**src/rtl/tdm_pkg.sv**
```systemverilog
// Shared constants and types for the eight-channel TDM demultiplexer.
package tdm_pkg;

  localparam int TDM_NCH = 8;
  localparam int TDM_W   = 4;

  // HUNT: waiting for a start-of-frame word. SYNC: aligned to the frame.
  typedef enum logic {
    HUNT = 1'b0,
    SYNC = 1'b1
  } tdm_state_t;

  typedef logic [TDM_W-1:0] tdm_word_t;

endpackage

```
**src/rtl/tdm_sync_fsm.sv**
```systemverilog
// Frame alignment FSM for tdm_demux8: tracks HUNT/SYNC and the expected
// slot index, and emits shadow write, publish and framing-error strobes
// for the word accepted this cycle.
module tdm_sync_fsm
  import tdm_pkg::*;
(
  input  logic       clk,
  input  logic       rst,
  input  logic       accept,
  input  logic       sof,
  output logic       wr_en,
  output logic [2:0] wr_idx,
  output logic       publish,
  output logic       err,
  output logic [2:0] sel,
  output logic       locked
);

  tdm_state_t state_q, state_d;
  logic [2:0] sel_q, sel_d;

  // State and slot counter registers.
  always_ff @(posedge clk or posedge rst) begin
    if (rst) begin
      state_q <= HUNT;
      sel_q   <= 3'd0;
    end else begin
      state_q <= state_d;
      sel_q   <= sel_d;
    end
  end

  // Next-state logic and per-word strobes; nothing happens without an accepted word.
  always_comb begin
    state_d = state_q;
    sel_d   = sel_q;
    wr_en   = 1'b0;
    wr_idx  = sel_q;
    publish = 1'b0;
    err     = 1'b0;
    if (accept) begin
      case (state_q)
        HUNT: begin
          // Words without sof are silently discarded while hunting.
          if (sof) begin
            wr_en   = 1'b1;
            wr_idx  = 3'd0;
            sel_d   = 3'd1;
            state_d = SYNC;
          end
        end
        SYNC: begin
          if (sel_q == 3'd0) begin
            if (sof) begin
              wr_en  = 1'b1;
              wr_idx = 3'd0;
              sel_d  = 3'd1;
            end else begin
              // Channel-0 slot without sof: alignment lost.
              err     = 1'b1;
              sel_d   = 3'd0;
              state_d = HUNT;
            end
          end else if (sof) begin
            // Early sof: abandon the partial frame, restart at channel 0.
            err    = 1'b1;
            wr_en  = 1'b1;
            wr_idx = 3'd0;
            sel_d  = 3'd1;
          end else if (sel_q == 3'd7) begin
            // Last channel goes straight into dout, never into the shadow.
            publish = 1'b1;
            sel_d   = 3'd0;
          end else begin
            wr_en = 1'b1;
            sel_d = sel_q + 3'd1;
          end
        end
        default: begin
          state_d = HUNT;
          sel_d   = 3'd0;
        end
      endcase
    end
  end

  assign sel    = sel_q;
  assign locked = (state_q == SYNC);

endmodule

```
**src/rtl/tdm_demux8.sv**
```systemverilog
// Eight-channel TDM nibble demultiplexer. Words are staged in a shadow
// bank and published to dout atomically with the channel-7 word.
// Optional feature macro: TDM_DEMUX_ERRCNT_EN adds a saturating 8-bit
// framing-error counter on port err_cnt.
module tdm_demux8
  import tdm_pkg::*;
(
  input  logic                     clk,
  input  logic                     rst,
  input  logic                     E,
  input  logic [TDM_W-1:0]         din,
  input  logic                     din_valid,
  input  logic                     sof,
  output logic [TDM_NCH*TDM_W-1:0] dout,
  output logic                     frame_valid,
  output logic [2:0]               sel,
  output logic                     locked,
  output logic                     sync_err
`ifdef TDM_DEMUX_ERRCNT_EN
  ,
  output logic [7:0]               err_cnt
`endif
);

  logic       accept;
  logic       wr_en;
  logic [2:0] wr_idx;
  logic       publish;
  logic       err;

  assign accept = E && din_valid;

  tdm_sync_fsm u_fsm (
    .clk     (clk),
    .rst     (rst),
    .accept  (accept),
    .sof     (sof),
    .wr_en   (wr_en),
    .wr_idx  (wr_idx),
    .publish (publish),
    .err     (err),
    .sel     (sel),
    .locked  (locked)
  );

  tdm_word_t shadow_q [TDM_NCH-1];
  logic [TDM_NCH*TDM_W-1:0] frame_next;
  logic [TDM_NCH*TDM_W-1:0] dout_q, dout_d;
  logic frame_valid_q, frame_valid_d;
  logic sync_err_q, sync_err_d;

  genvar gi;
  generate
    for (gi = 0; gi < TDM_NCH - 1; gi++) begin : g_shadow
      // Shadow slot gi captures the word written for channel gi.
      always_ff @(posedge clk or posedge rst) begin
        if (rst) begin
          shadow_q[gi] <= '0;
        end else if (wr_en && (wr_idx == 3'(gi))) begin
          shadow_q[gi] <= din;
        end
      end
      assign frame_next[gi*TDM_W +: TDM_W] = shadow_q[gi];
    end
  endgenerate

  assign frame_next[(TDM_NCH-1)*TDM_W +: TDM_W] = din;

  // Output register next values: dout changes only on a completed frame.
  always_comb begin
    dout_d        = dout_q;
    frame_valid_d = publish;
    sync_err_d    = err;
    if (publish) begin
      dout_d = frame_next;
    end
  end

  // Registered outputs.
  always_ff @(posedge clk or posedge rst) begin
    if (rst) begin
      dout_q        <= '0;
      frame_valid_q <= 1'b0;
      sync_err_q    <= 1'b0;
    end else begin
      dout_q        <= dout_d;
      frame_valid_q <= frame_valid_d;
      sync_err_q    <= sync_err_d;
    end
  end

  assign dout        = dout_q;
  assign frame_valid = frame_valid_q;
  assign sync_err    = sync_err_q;

`ifdef TDM_DEMUX_ERRCNT_EN
  logic [7:0] err_cnt_q, err_cnt_d;

  // Saturating count of framing errors; only reset clears it.
  always_comb begin
    err_cnt_d = err_cnt_q;
    if (err && (err_cnt_q != 8'hFF)) begin
      err_cnt_d = err_cnt_q + 8'd1;
    end
  end

  // Error counter register.
  always_ff @(posedge clk or posedge rst) begin
    if (rst) begin
      err_cnt_q <= 8'd0;
    end else begin
      err_cnt_q <= err_cnt_d;
    end
  end

  assign err_cnt = err_cnt_q;
`endif

endmodule
```
**config.mk**
```make
export PLATFORM = sky130hd
export DESIGN_NAME = tdm_demux8
export DESIGN_NICKNAME = d
export VERILOG_FILES = /design/src/rtl/tdm_pkg.sv /design/src/rtl/tdm_sync_fsm.sv /design/src/rtl/tdm_demux8.sv
export SDC_FILE = /design/constraint.sdc
export NUM_CORES = 1
export LEC_CHECK = 0
export BUFFER_PORTS_ARGS = -buffer_cell sky130_fd_sc_hd__buf_2
export CORE_MARGIN = 2
export CORE_UTILIZATION = 30
export DETAILED_ROUTE_END_ITERATION = 7
export GPL_ROUTABILITY_DRIVEN = 0
export PLACE_DENSITY_LB_ADDON = 0.3
export SYNTH_ARGS = -nofsm -noshare
export SYNTH_HDL_FRONTEND = slang
export SYNTH_HIERARCHICAL = 1
export SYNTH_SLANG_ARGS = --single-unit
```
**constraint.sdc**
```tcl
create_clock -name clk -period 2.9 [get_ports clk]
set_clock_uncertainty 0.05 [all_clocks]
set_input_delay 0.145 -clock clk [delete_from_list [all_inputs] [get_ports clk]]
set_output_delay 0.145 -clock clk [all_outputs]
set_load 0.1 [all_outputs]
```
; Yosys cells after proc, flatten, opt, wreduce, memory -nomap -nowiden
; Index checks and enable logic that the tools add are counted.
[word_totals]
register_bits = 66
latch_bits = 0
ramBits = 0
rom_bits = 0
in_bits = 9
out_inout_bits = 38
elab_cells = 58
n_memories = 0
[op_classes]
add_sub_neg = 1
multipliers = 0
div = 0
order_cmp = 0
eq_ne = 8
shift = 0
mux = 25
bitwise_logic = 1
n_reduce_logical = 11
[op_table]
columns = op, n
row1 = 2-to-1 mux 3 bit, 6
row2 = 2-to-1 mux 1 bit, 16
row3 = "equality test 3 bit, second input constant", 4
row4 = logical AND 1 bit, 8
row5 = "equality test 3 x 2 -> 1 bit, second input constant", 2
row6 = logical NOT 3 bit, 2
row7 = case mux 3 bit (2 select lines), 1
row8 = case mux 1 bit (2 select lines), 2
row9 = "adder 3 x 1 -> 3 bit, second input constant", 1
row10 = "equality test 3 x 1 -> 1 bit, second input constant", 1
row11 = "inequality test 2 bit, second input constant", 1
row12 = AND reduction 2 bit, 1
row13 = inverter 1 bit, 1

; Longest topological paths before layout
; Gate-level depths: netlist (run 1).
[depth]
ltp_word = 7
ltp_mapped = 7
mapped_depth_nobuf = 7

; Cells and area by module
; Netlist (run 1), hierarchy kept.
[modules_own_cells]
columns = module, instances, cells_each, area_per_inst_um2, seq_area_each_um2
row1 = tdm_demux8, 1, 135, 2399.8, 1551.5
row2 = tdm_sync_fsm, 1, 37, 342.8, 100.1

; Least setup slack after synthesis (run 1)
; Ideal clock, no wire load.
[synth_timing]
path_kind = flip-flop to flip-flop
start = register u_fsm.sel_q[0] (netlist: u_fsm/sel[0])
end = register dout_q[1] (netlist: dout[1])
setup_ns = 0.125
t_arrival_ns = 2.644
required_ns = 2.725
path_slack_ns = 0.081
path_stages_with_launch = 8
path_buffers = 2
synth_period_minus_slack_ns = 2.819
path_cell_list = dfrtp_1 -> inv_1 -> ha_1 -> nor2b_2 -> nor4b_1 -> clkbuf_1 -> buf_2 -> mux2_2
[synth_between]
elab_chain_cells = 6
elab_cells_between_ends = 7
cone_classes = eq/ne (1) / mux (5) / reduce/logical (1)
[synth_lines]
columns = element, line
row1 = start: declaration, tdm_sync_fsm.sv:20  ; logic [2:0] sel_q, sel_d;
row2 = start signal: assignment, tdm_sync_fsm.sv:29  ; sel_q <= sel_d;
row3 = equality test 3 bit, tdm_sync_fsm.sv:70  ; end else if (sel_q == 3'd7) begin
row4 = 2-to-1 mux 1 bit, tdm_sync_fsm.sv:70
row5 = 2-to-1 mux 1 bit, tdm_sync_fsm.sv:64  ; end else if (sof) begin
row6 = 2-to-1 mux 1 bit (*), tdm_sync_fsm.sv:53  ; if (sel_q == 3'd0) begin
row7 = 2-to-1 mux 1 bit (*), tdm_sync_fsm.sv:42  ; case (state_q)
row8 = 2-to-1 mux 1 bit (*), tdm_sync_fsm.sv:41  ; if (accept) begin
row9 = net frame_valid_d, tdm_demux8.sv:49  ; logic frame_valid_q, frame_valid_d;
row10 = end signal: assignment, tdm_demux8.sv:86  ; dout_q <= dout_d;
row11 = end: declaration, tdm_demux8.sv:48  ; logic [TDM_NCH*TDM_W-1:0] dout_q, dout_d;
; Mark *: on every way through the listed nets, which the timed path passes. The rest lies on a longest branch.
; A chain may end at the register's enable or synchronous reset.

; Worst setup path after layout (run 1)
[layout_timing]
start = register u_fsm.sel_q[0] (netlist: u_fsm/sel[0])
end = register shadow_q (netlist bit frame_next[1])
[layout_between]
elab_chain_cells = 7
elab_cells_between_ends = 11
cone_classes = eq/ne (1) / mux (7) / reduce/logical (3)
[layout_lines]
columns = element, line
row1 = equality test 3 bit, tdm_sync_fsm.sv:70
row2 = 2-to-1 mux 1 bit, tdm_sync_fsm.sv:70
row3 = 2-to-1 mux 1 bit, tdm_sync_fsm.sv:64
row4 = 2-to-1 mux 1 bit (*), tdm_sync_fsm.sv:53
row5 = case mux 1 bit (2 select lines) (*), tdm_sync_fsm.sv:42
row6 = 2-to-1 mux 1 bit (*), tdm_sync_fsm.sv:41
row7 = net wr_en, tdm_demux8.sv:26  ; logic wr_en;
row8 = logical AND 1 bit (*), tdm_demux8.sv:59  ; end else if (wr_en && (wr_idx == 3'(gi))) begin
row9 = end signal: indexed assignment, tdm_demux8.sv:60  ; shadow_q[gi] <= din;
row10 = end: declaration, tdm_demux8.sv:46  ; tdm_word_t shadow_q [TDM_NCH-1];
; Marks and branches as above.

==> results of run 1 <==
[flip-flops by register name, summed over array words and instances, names as in the netlist]
signal        count
dout             32
frame_next       28
u_fsm/sel         3
frame_valid       1
sync_err          1
u_fsm/locked      1
[what timing repair did]
action,CTS,global route
buffers inserted,0,0
hold buffers,1,0
endpoints found under the hold margin,36,0
[layout make-up]
type / instances / area share (%)
clock buffer: 9 / 3.71
sequential: 66 / 49.5
multi-input combinational: 92 / 30.7
tap: 108 / 4.05
clock inverter: 7 / 3.07
timing repair buffer: 51 / 8.09
inverter: 8 / 0.899
[layout by cell type (no fill, tap or decap), drive strengths merged]
| cell | instances |
|---|---|
| dfrtp | 66 |
| mux2 | 60 |
| buf | 50 |
| clkbuf | 9 |
| inv | 9 |
| a21oi | 4 |
| ha | 4 |
| nand4b | 3 |
| and4bb | 3 |
| clkinv | 3 |
| nor2 | 3 |
| bufinv | 2 |
| nor4b | 2 |
| and2 | 1 |
| clkinvlp | 1 |
| dlygate4sd3 | 1 |
| nand2 | 1 |
| nor2b | 1 |
| o41ai | 1 |
| a22o | 1 |
| o21ai | 1 |
| a32o | 1 |
| and2b | 1 |
| o32a | 1 |
| o22ai | 1 |
| nor3 | 1 |
| o21a | 1 |
| a31oi | 1 |
[worst paths after layout]
kind / start / endpoint / slack (ns) / cells after the start
worst max-delay path: u_fsm/sel[0] / frame_next[1] / 0.65 / 6
worst min-delay path: sof / u_fsm/sel[2] / 0.07 / 2
worst max register to register: u_fsm/sel[0] / frame_next[1] / 0.65 / 6
worst min register to register: dout[31] / dout[31] / 0.45 / 1
max in group asynchronous: rst / dout[27] / 1.65 / 4
min in group asynchronous: rst / u_fsm/sel[0] / 0.21 / 3
[layer usage]
metal  track usage, %  vias to the layer above  routed length [µm]
met3             4.85                        4                 269
met4             2.85                        0                  25
met1             15.6                      800                2540
met5                0                        -                   0
met2             17.3                       35                2470
li1                 -                      728                   -
[power by group through the flow]
| stage | logic (µW) | registers [µW] | clock network [µW] |
|---|---|---|---|
| after floorplan | 472 | 1850 | 0 |
| after global placement | 1190 | 1330 | 0 |
| after detailed placement | 1210 | 1330 | 0 |
| after CTS | 1210 | 1320 | 896 |
| after global routing | 1260 | 1350 | 936 |
| final | 1200 | 1310 | 859 |
[cell families after synthesis]
group	count (synthesis)	synth area share [%]
AND/OR/NAND/NOR	16	5.57
multiplexers	60	26.3
adder cells (fa/ha/maj)	4	1.82
buffers and inverters	14	2.60
AO/OA/AOI/OAI	12	3.51
flip-flops	66	60.2
[worst max-delay path, cell delays in order, from the launching register on]
cell,delay [ns]
dfrtp_1,0.43
ha_1,0.23
ha_1,0.23
nor3_1,0.21
o21a_1,0.26
nor4b_4,0.35
mux2_2,0.38
[stage by stage]
| step | power (µW) | setup WS [ns] |
|---|---|---|
| after CTS | 3430 | 0.650 |
| final | 3380 | 0.650 |
| after detailed placement | 2540 | 0.657 |
| after global routing | 3550 | 0.549 |
| after global placement | 2520 | 0.734 |
| after floorplan | 2320 | 0.0810 |
==> results.md, run 1 <==
Route:
- The detail route stage leaves a number of antenna-violating nets equal to 0.
- The violation count after the first detailed-routing iteration is 57.
- Before antenna repair, the detailed router went through 3 iterations.
- Dividing the detail-routed wire length by the instance count gives 15.6 µm.
- The via density per instance is 4.60.
- The post-route DRC violation count is 0.
- The number of vias after detailed routing is 1567.
- Wires add up to 5300 µm.

Run:
- Max-cap violations in this run came to 0.

CTS:
- The maximum level of the CTS H-tree is 3.
- The clock latency of the later-clocked register in the worst-skew pair is 0.33 ns.
- The buffer type at the clock tree root is clkbuf_8.
- After clock tree synthesis, the clock-pin slew on the worst setup and hold paths is 0.08 ns.
- Counting the buffers created by CTS gives 9.
- The number of clock sinks is 66.
- TritonCTS built the clock tree.
- The number of gates resized after CTS was 0.
- The number of buffers on the longest clock path is 2.

Placed design:
- Once detailed placement completed, the half-perimeter wirelength came to 3640 µm.
- Once placement finished, the instance area stood at 3100 µm².
- The placed cell count is 324.
- Input and output buffers added on the ports amount to 46.

Yosys:
- The mapped netlist covers 2740 µm².
- The cell count after synthesis came out at 172.
- In the synthesized netlist the dominant register cell turns out to be dfrtp_1.
- After synthesis the netlist holds a flip-flop and latch count of 66.
- The count of yosys warnings during synthesis is 6.
- The count of cell types in the netlist is 28.
- The sequential element share of the synthesized area is 60.2%.
- The synthesized netlist net count is 185.
- The share of synthesized registers carrying an async set or reset is 100%.
- Yosys instantiated no cell more often than dfrtp_1.
- Yosys attributes the largest share of cell area to dfrtp_1 60%, mux2_2 19%, mux2_4 6.6%, ha_1 1.8%, and4bb_4 1.8%.
- The share of the synthesized area in the top cell type is 60.2%.
- In this run the mean area of a mapped cell was 15.9 µm².
- The synthesized design spends more area on one cell type than any other, namely dfrtp_1.
- The number of enable flip-flop cells after synthesis is 0.
- By count the netlist is led by 66 x dfrtp_1, 46 x mux2_2, 12 x mux2_4.

STA:
- The number of slew-limit violations in the final report is 0.
- Setup violations remaining at the end of the flow were counted as 0.
- The final sum of negative setup slack is 0 ns.
- The relative max-transition margin is 52.0%.
- The number of endpoints with negative hold slack in the final report was 0.
- The fmax is 444 MHz.
- The final worst-path cycle share is 77.6%.
- Setup repair after global routing left no endpoint under its margin.
- The final critical-path required period is 2.25 ns.
- The slew at the pin with the worst max-slew slack is 0.719 ns.
- The smallest hold slack is 0.0745 ns.

Critical path:
- The worst setup path is launched from a flop.
- The critical path start-end classification is reg -> reg.
- The endpoint required time on the critical path is 3.07 ns.
- The data arrival time of the critical path is 2.42 ns.
- STA classifies the critical path endpoint as a flop.
- In this run the worst path has a maximum fanout of 7.

Global routing:
- The global routing usage summed across all routing layers is 11.5%.
- The via count of the first global-routing pass is 1653.
- Entering global routing, the biggest net connects 35 pins.
- The first global-routing pass estimated 8690 µm of wire.
- For this run the aggregate overflow at the end of global routing stands at 0.
- The initial antenna violation count is 0.

Floorplan:
- The die extent in y is 99.6 µm.
- The area inside the core boundary is 8810 µm².
- For this design the top-level I/O count stands at 47.
- The chip width is 99.6 µm.
- The floorplan has 34 rows.
- The die covers 9920 µm².
- For this configuration, the core starts out at a cell density of 31.1%.

Power and ir drop:
- The combinational share of power is 35.7%.
- The ratio of total power to cell area is 1010 nW/µm².
- The switching power of the nets is 1340 µW.
- The worst-case IR drop observed on VDD is 0.525 mV.
- The fraction of power consumed by sequential logic is 38.9%.
- The internal power of the cells totals 2040 µW.
- The clock group share of total power is 25.4%.
- For this design the static power due to leakage is 0.00171 µW.
- Net switching is 39.7% of the power.

Cells and area:
- The count of cells in the finished layout, fillers not included, comes to 341.
- The net count of the finished layout is 241.
- The filler cells instantiated in the layout total 854.
- 0 antenna diodes ended up in the layout.
- The multi-input combinational cells in the finished layout cover a total of 1030 µm².
- The final core utilization is 37.9%.
- The fraction of final layout cells sized beyond drive strength 1 is 57.5%.
- Summing all non-filler instances in the final layout gives an area of 3340 µm².
- In the final layout, flip-flops and latches occupy 1650 µm².
- The area growth from synthesis to layout is 21.8%.

Worst hold path:
- The path class of the tightest hold or removal check is in -> reg.

Outcome:
- The run finished with clean final reports.
Note: power is estimated with default switching activity, not from simulation.
==> run 2: changes to the inputs <==
==> constraint.sdc (replaced) <==
create_clock -name clk -period 1.9 [get_ports clk]
set_clock_uncertainty 0.05 [all_clocks]
set_input_delay 0.095 -clock clk [delete_from_list [all_inputs] [get_ports clk]]
set_output_delay 0.095 -clock clk [all_outputs]
set_load 0.1 [all_outputs]
==> run 2 against run 1 <==
Compared with the run above: the flow now finishes with violations (setup timing); highest routed layer unchanged; first-iteration DRC count is 42% lower; critical path type unchanged; register-to-register slack worse by 0.79 ns; count of clock-buffer cells in the layout is 2 higher; combinational power is 94% higher; non-clock buffer count is 25 higher; global-route usage is 1.2 points higher; die area stayed put; critical path depth is 1 higher; maximum frequency is 10% higher; final cell count is 7.3% higher; hold slack worse by 0.042 ns.
==> results.md, run 2 (synthesis gave the netlist of run 1 again) <==
Outcome:
- Status: complete, but fails checks (was finished, final reports clean).
- The checks that failed: setup timing.

Critical path:
- The minimum setup slack among reg-to-reg paths was -0.14 ns (was 0.65 ns).
- The critical path start-end classification was reg -> reg (unchanged).
- The kind of start point of the critical path was a flop (unchanged).
- The largest driver fanout on the critical path came to 5 (was 7).
- The endpoint required time on the critical path is 2.07 ns (was 3.07 ns).
- The logic depth of the worst register-to-register path was 7 (was 6).
- The startpoint of the most critical register-to-register path is u_fsm/sel[0] (unchanged).
- The endpoint of the most critical register-to-register path is frame_next[16] (was frame_next[1]).
- The data arrival time of the critical path is 2.21 ns (was 2.42 ns).
- The start point of the critical path is u_fsm/sel[0] (unchanged).
- The nature of the critical path endpoint was a flop (unchanged).

Run:
- The number of max-cap violations is 0 (unchanged).

STA:
- RSZ-0062 raised after global routing: true (was false).
- The worst setup margin is -0.142 ns (was 0.650 ns).
- The final sum of negative setup slack is -5.61 ns (was 0 ns).
- The number of slew-limit violations in the final report is 0 (unchanged).
- The slew at the pin with the worst max-slew slack is 0.539 ns (was 0.719 ns).
- The final worst-path cycle share is 107% (was 77.6%).
- The final number of setup-violating endpoints is 53 (was 0).
- The final critical-path required period is 2.04 ns (was 2.25 ns).
- The number of endpoints with negative hold slack in the final report was 0 (unchanged).
- The fmax is 490 MHz (was 444 MHz).
- The smallest hold slack was 0.0329 ns (was 0.0745 ns).
- The relative max-transition margin is 64.0% (was 52.0%).

CTS:
- The maximum level of the CTS H-tree is 3 (unchanged).
- The TritonCTS buffer count is 9 (unchanged).
- The buffer type at the clock tree root is clkbuf_8 (unchanged).
- The number of clock sinks is 66 (unchanged).
- The CTS tree is yes (unchanged).
- The number of buffers on the longest clock path is 2 (unchanged).
- The clock latency of the later-clocked register in the worst-skew pair came to 0.33 ns (about the same).
- The clock slew at the register clock pins of the worst setup and hold paths is 0.07 ns (was 0.08 ns).

Placed design:
- The half-perimeter wire length of the detailed placement result is 3870 µm (was 3640 µm).
- The number of port buffers is 46 (unchanged).

Floorplan:
- The chip width came to 99.6 µm (unchanged).
- The total number of placement rows is 34 (unchanged).
- The die extent in y is 99.6 µm (unchanged).
- The initial standard-cell utilization of the core is 31.1% (unchanged).
- The area of the die is 9920 µm² (unchanged).
- The number of top-level design ports was 47 (unchanged).
- The area inside the core boundary was 8810 µm² (unchanged).

Route:
- The via density per instance is 4.62 (was 4.60).
- The number of nets with antenna violations after detailed routing is 0 (unchanged).
- The violation count after the first detailed-routing iteration is 33 (was 57).
- The wire length per cell is 16.6 µm (was 15.6 µm).
- The final routed wirelength across all metal layers was 6080 µm (was 5300 µm).
- The number of vias after detailed routing is 1690 (was 1567).
- The post-route DRC violation count is 0 (unchanged).
- The detailed-router iteration count before antenna repair came to 4 (was 3).

Power and ir drop:
- The ratio of total power to cell area came to 1470 nW/µm² (was 1010 nW/µm²).
- The leakage dissipation is 0.00194 µW (was 0.00171 µW).
- The peak ir drop on the vdd network is 1.20 mV (was 0.525 mV).

Worst hold path:
- The cell count of the worst hold path is 2 (unchanged).
- The kind of path behind the tightest hold check is in -> reg (unchanged).
- The start point of the worst hold path is sof (unchanged).
- The endpoint of the worst hold-timing path is u_fsm/sel[2] (unchanged).

Global routing:
- The first-pass GRT wire length is 9690 µm (was 8690 µm).
- The leftover overflow at the end of global routing is 0 (unchanged).
- The maximum number of pins on one net before global-route repair is 31 (was 35).
- The initial antenna violation count is 0 (unchanged).
- The via count of the first global-routing pass is 1790 (was 1653).
- The global routing usage summed across all routing layers is 12.8% (was 11.5%).

Cells and area:
- The layout overhead on the synthesized area was 40.6% (was 21.8%).
- The final net count is 266 (was 241).
- The fraction of final layout cells sized beyond drive strength 1 is 65.5% (was 57.5%).
- The multi-input gate area in the final layout is 1250 µm² (was 1030 µm²).
- The most common cell after layout, fill and taps aside is dfrtp_1 (unchanged).
- The filler cell count in the final layout is 802 (was 854).
- The number of antenna diodes is 0 (unchanged).
- The sequential standard cell area is 1660 µm² (was 1650 µm²).
- Most used cells in the layout excluding fill and tap cells: 62 x dfrtp_1, 56 x mux2_4, 46 x buf_2, 18 x buf_4, 9 x clkbuf_8 (was 66 x dfrtp_1, 46 x mux2_2, 46 x buf_2, 12 x mux2_4, 9 x clkbuf_8).
- The number of flip-flops in the largest register is 32 (unchanged).
run 2: layout make-up:
type | count | share of cell area [%]
Clock inverter | 5 | 2.04
Tap cell | 108 | 3.50
Sequential cell | 66 | 43.1
Inverter | 8 | 0.909
Timing Repair Buffer | 76 | 14.5
Multi-Input combinational cell | 92 | 32.5
Clock buffer | 11 | 3.41
run 2: metal layers:
metal | vias up | part of all wire [%] | GRT usage, %
met3 | 6 | 3.9 | 3.72
met4 | 0 | 0.99 | 4.43
met5 | - | 0 | 0
met2 | 34 | 47 | 19.1
met1 | 866 | 48 | 17.7
li1 | 784 | - | -
run 2: worst max-delay path by stage:
stage	to	depth (start not counted)
after global placement	frame_next[7]	7
final	frame_next[16]	7
after CTS	frame_next[16]	7
after floorplan	frame_next[0]	6
after detailed placement	frame_next[16]	7
after global routing	frame_next[19]	7
run 2: timing repair:
item	in CTS	in global routing
buffers inserted	4	2
pin swaps	4	1
endpoints found under the setup margin	60	60
gates cloned	1	2
gates resized for setup	13	4
hold buffers	1	0
endpoints found under the hold margin	26	0
run 2: report_power, final:
group          internal, µW  switching [µW]  leakage, µW
Combinational           948            1380     0.000964
Sequential             1800             266     0.000872
Clock                   738             521     0.000107
Total                  3490            2170      0.00194
run 2: worst max-delay path, stage by stage (launching register included):
cell and delay [ns]:
dfrtp_4 0.51, ha_4 0.18, ha_4 0.16, nor3_4 0.09, o21a_1 0.19, buf_6 0.13
and4bb_4 0.30, mux2_4 0.31
run 2: metrics by stage:
stage	std cells	instance area [µm²]	util, %	worst slack [ns]	power [µW]
CTS	363	3780	42.9	-0.157	5640
global placement	342	3470	39.4	-0.171	4240
detailed placement	342	3470	39.4	-0.211	4280
global route	366	3860	43.8	-0.243	5940
finish	366	3860	43.8	-0.142	5650
floorplan	172	2980	-	-0.365	3740
==> run 3: changes to the inputs <==
--- a/config.mk
+++ b/config.mk
@@ -10,7 +10,6 @@
 export CORE_UTILIZATION = 30
 export DETAILED_ROUTE_END_ITERATION = 7
 export GPL_ROUTABILITY_DRIVEN = 0
-export PLACE_DENSITY_LB_ADDON = 0.3
 export SYNTH_ARGS = -nofsm -noshare
 export SYNTH_HDL_FRONTEND = slang
 export SYNTH_HIERARCHICAL = 1
==> run 3 against run 2 <==
Compared with the run above: clock power is essentially flat; sequential power is essentially flat; largest power group unchanged; combinational power is essentially flat; the run still ends with setup timing left; largest cell class unchanged; first-iteration DRC count grew 9.1%; setup slack gained 0.028 ns; wire length shrank 0.46%; critical path depth grew 2; sequential cell count is the same; design area shrank 0.88%; sequential share of layout area grew 0.38 points; critical endpoint is now dout[3]; critical path type unchanged; register-to-register slack gained 0.03 ns.
==> results.md, run 3 (synthesis gave the netlist of run 1 again) <==
Outcome:
- Status: complete, but fails checks (unchanged).
- Violated checks: setup timing (unchanged).

STA:
- The fmax is 497 MHz (was 490 MHz).
- The slew at the pin with the worst max-slew slack is 0.513 ns (was 0.539 ns).
- The smallest hold slack is 0.0757 ns (was 0.0329 ns).
- The worst setup margin is -0.114 ns (was -0.142 ns).
- The final worst-path cycle share is 106% (was 107%).
- The final sum of negative setup slack is -3.58 ns (was -5.61 ns).
- The final critical-path required period is 2.01 ns (was 2.04 ns).
- The number of endpoints with negative hold slack in the final report came to 0 (unchanged).
- The final number of setup-violating endpoints is 41 (was 53).
- RSZ-0062 raised after global routing: true (unchanged).
- The number of slew-limit violations in the final report is 0 (unchanged).
- The relative max-transition margin came to 65.8% (was 64.0%).

CTS:
- The clock slew at the register clock pins of the worst setup and hold paths is 0.07 ns (about the same).
- The number of clock sinks is 66 (unchanged).
- The clock latency of the later-clocked register in the worst-skew pair is 0.33 ns (about the same).
- The maximum level of the CTS H-tree is 3 (unchanged).
- The number of buffers on the longest clock path came to 2 (unchanged).
- The buffer type at the clock tree root is clkbuf_8 (unchanged).
- The TritonCTS buffer count is 9 (unchanged).
- The CTS tree is yes (unchanged).

Global routing:
- The leftover overflow at the end of global routing is 0 (unchanged).
- The global routing usage summed across all routing layers was 13.4% (was 12.8%).
- The initial antenna violation count came to 0 (unchanged).
- The maximum number of pins on one net before global-route repair was 42 (was 31).
- The first-pass GRT wire length is 9980 µm (was 9690 µm).
- The via count of the first global-routing pass was 1758 (was 1790).

Placed design:
- The number of port buffers is 46 (unchanged).
- The placed cell count is 341 (was 342).
- The worst-case setup slack after placement came to -0.219 ns (was -0.211 ns).
- The half-perimeter wire length of the detailed placement result was 3950 µm (was 3870 µm).

Cells and area:
- The final net count is 269 (was 266).
- The most common cell after layout, fill and taps aside was dfrtp_1 (unchanged).
- The number of flip-flops in the largest register is 32 (unchanged).
- Most used cells in the layout excluding fill and tap cells: 62 x dfrtp_1, 48 x mux2_4, 46 x buf_2, 24 x buf_4, 12 x mux2_2 (was 62 x dfrtp_1, 56 x mux2_4, 46 x buf_2, 18 x buf_4, 9 x clkbuf_8).
- The layout overhead on the synthesized area was 39.4% (was 40.6%).
- The post-layout instance count excluding filler cells is 369 (was 366).
- The number of antenna diodes is 0 (unchanged).
- The fraction of final layout cells sized beyond drive strength 1 came to 66.3% (was 65.5%).
- The filler cell count in the final layout is 819 (was 802).

Route:
- The post-route DRC violation count was 0 (unchanged).
- The final routed wirelength across all metal layers is 6050 µm (was 6080 µm).
- The via density per instance came to 4.56 (was 4.62).
- The violation count after the first detailed-routing iteration is 36 (was 33).
- The number of vias after detailed routing came to 1682 (was 1690).
- The wire length per cell is 16.4 µm (was 16.6 µm).
- The detailed-router iteration count before antenna repair is 4 (unchanged).
- The number of nets with antenna violations after detailed routing is 0 (unchanged).

Critical path:
- The capturing element of the worst setup path is dout[3] (was frame_next[16]).
- The minimum setup slack among reg-to-reg paths was -0.11 ns (was -0.14 ns).
- The kind of start point of the critical path is a flop (unchanged).
- The largest driver fanout on the critical path is 8 (was 5).
- The start point of the critical path is u_fsm/sel[1] (was u_fsm/sel[0]).
- The critical path start-end classification is reg -> reg (unchanged).
- The endpoint of the most critical register-to-register path is dout[3] (was frame_next[16]).
- The nature of the critical path endpoint is a flop (unchanged).
- The startpoint of the most critical register-to-register path was u_fsm/sel[1] (was u_fsm/sel[0]).
- The data arrival time of the critical path came to 2.19 ns (was 2.21 ns).
- The logic depth of the worst register-to-register path came to 9 (was 7).
- The endpoint required time on the critical path came to 2.07 ns (about the same).

Floorplan:
- The area inside the core boundary is 8810 µm² (unchanged).
- The die extent in y came to 99.6 µm (unchanged).
- The initial standard-cell utilization of the core is 31.1% (unchanged).
- The area of the die is 9920 µm² (unchanged).
- The total number of placement rows is 34 (unchanged).
- The number of top-level design ports is 47 (unchanged).
- The chip width was 99.6 µm (unchanged).

Power and ir drop:
- The internal power summed over all cells is 3480 µW (was 3490 µW).
- The leakage dissipation is 0.00192 µW (was 0.00194 µW).
- The peak ir drop on the vdd network is 0.665 mV (was 1.20 mV).
- The switching power as a share of total power is 38.5% (was 38.3%).
- The switching power of the nets is 2180 µW (was 2170 µW).
- The ratio of total power to cell area was 1480 nW/µm² (was 1470 nW/µm²).
- The fraction of power consumed by sequential logic is 36.7% (was 36.5%).
- The combinational share of power was 40.9% (was 41.2%).
- The clock group share of total power is 22.4% (was 22.3%).

Worst hold path:
- The kind of path behind the tightest hold check is in -> reg (unchanged).
- The cell count of the worst hold path was 2 (unchanged).

Run:
- The number of max-cap violations is 0 (unchanged).
## run 3: cell types whose count changed in the layout (fill, tap and decap cells not counted), moves of 2 or more
cell and change:
buf_12 +2, buf_4 +6, buf_6 -3, clkbuf_16 -2
mux2_2 +8, mux2_4 -8
## run 3: timing repair
| action | in CTS | in global routing |
|---|---|---|
| pin swaps | 6 | 0 |
| setup endpoints to repair | 60 | 60 |
| resized for setup | 7 | 4 |
| setup buffers | 9 | 5 |
| endpoints found under the hold margin | 66 | 0 |
| cloned | 3 | 0 |
| hold buffers | 1 | 0 |
## run 3: worst max-delay path: stages (launching register included)
cell     delay [ns]
dfrtp_4        0.45
inv_4          0.05
ha_4           0.15
nor2b_4        0.13
buf_6          0.11
nor4b_4        0.24
buf_6          0.16
buf_12         0.12
buf_12         0.14
mux2_4         0.30
## run 3: stage by stage
step	util, %	cell area (µm²)	total power [µW]
global placement	39.3	3460	4270
detailed placement	39.3	3460	4300
finish	43.4	3820	5660
floorplan	-	2980	3740
CTS	43.8	3850	5680
global route	43.4	3820	5950
## run 3: metal layers
metal  global-route usage (%)  wire length [µm]  up-vias
met5                        0                 0        -
met4                     6.32                95        0
met3                     2.95               220        9
met2                     19.6              2820       37
met1                     18.9              2920      852
li1                         -                 -      784
## run 3: final cells by class
class                   count  area (µm²)  area share (%)
inverters                   8        35.0           0.917
clock inverters             5        78.8            2.06
clock buffers              11         131            3.44
well taps                 108         135            3.54
repair buffers             79         562            14.7
multi-input cells          92        1220            31.9
flip-flops and latches     66        1660            43.5
## run 3: power groups by stage
| stage | logic [µW] | registers, µW | clock network (µW) |
|---|---|---|---|
| 3_3_place_gp | 2190 | 2080 | 0 |
| 6_report | 2320 | 2070 | 1270 |
| 3_5_place_dp | 2210 | 2100 | 0 |
| 2_1_floorplan | 860 | 2880 | 0 |
| 4_1_cts | 2300 | 2070 | 1310 |
| 5_1_grt | 2450 | 2120 | 1370 |
## run 3: worst min-delay path by stage
stage / from / end / slack (ns)
3_5_place_dp: rst / u_fsm/sel[0] / -0.05
4_1_cts: sof / u_fsm/sel[2] / 0.06
3_3_place_gp: rst / u_fsm/sel[0] / -0.05
5_1_grt: sof / u_fsm/sel[2] / 0.09
2_1_floorplan: rst / u_fsm/sel[0] / -0.19
6_report: sof / u_fsm/sel[2] / 0.08
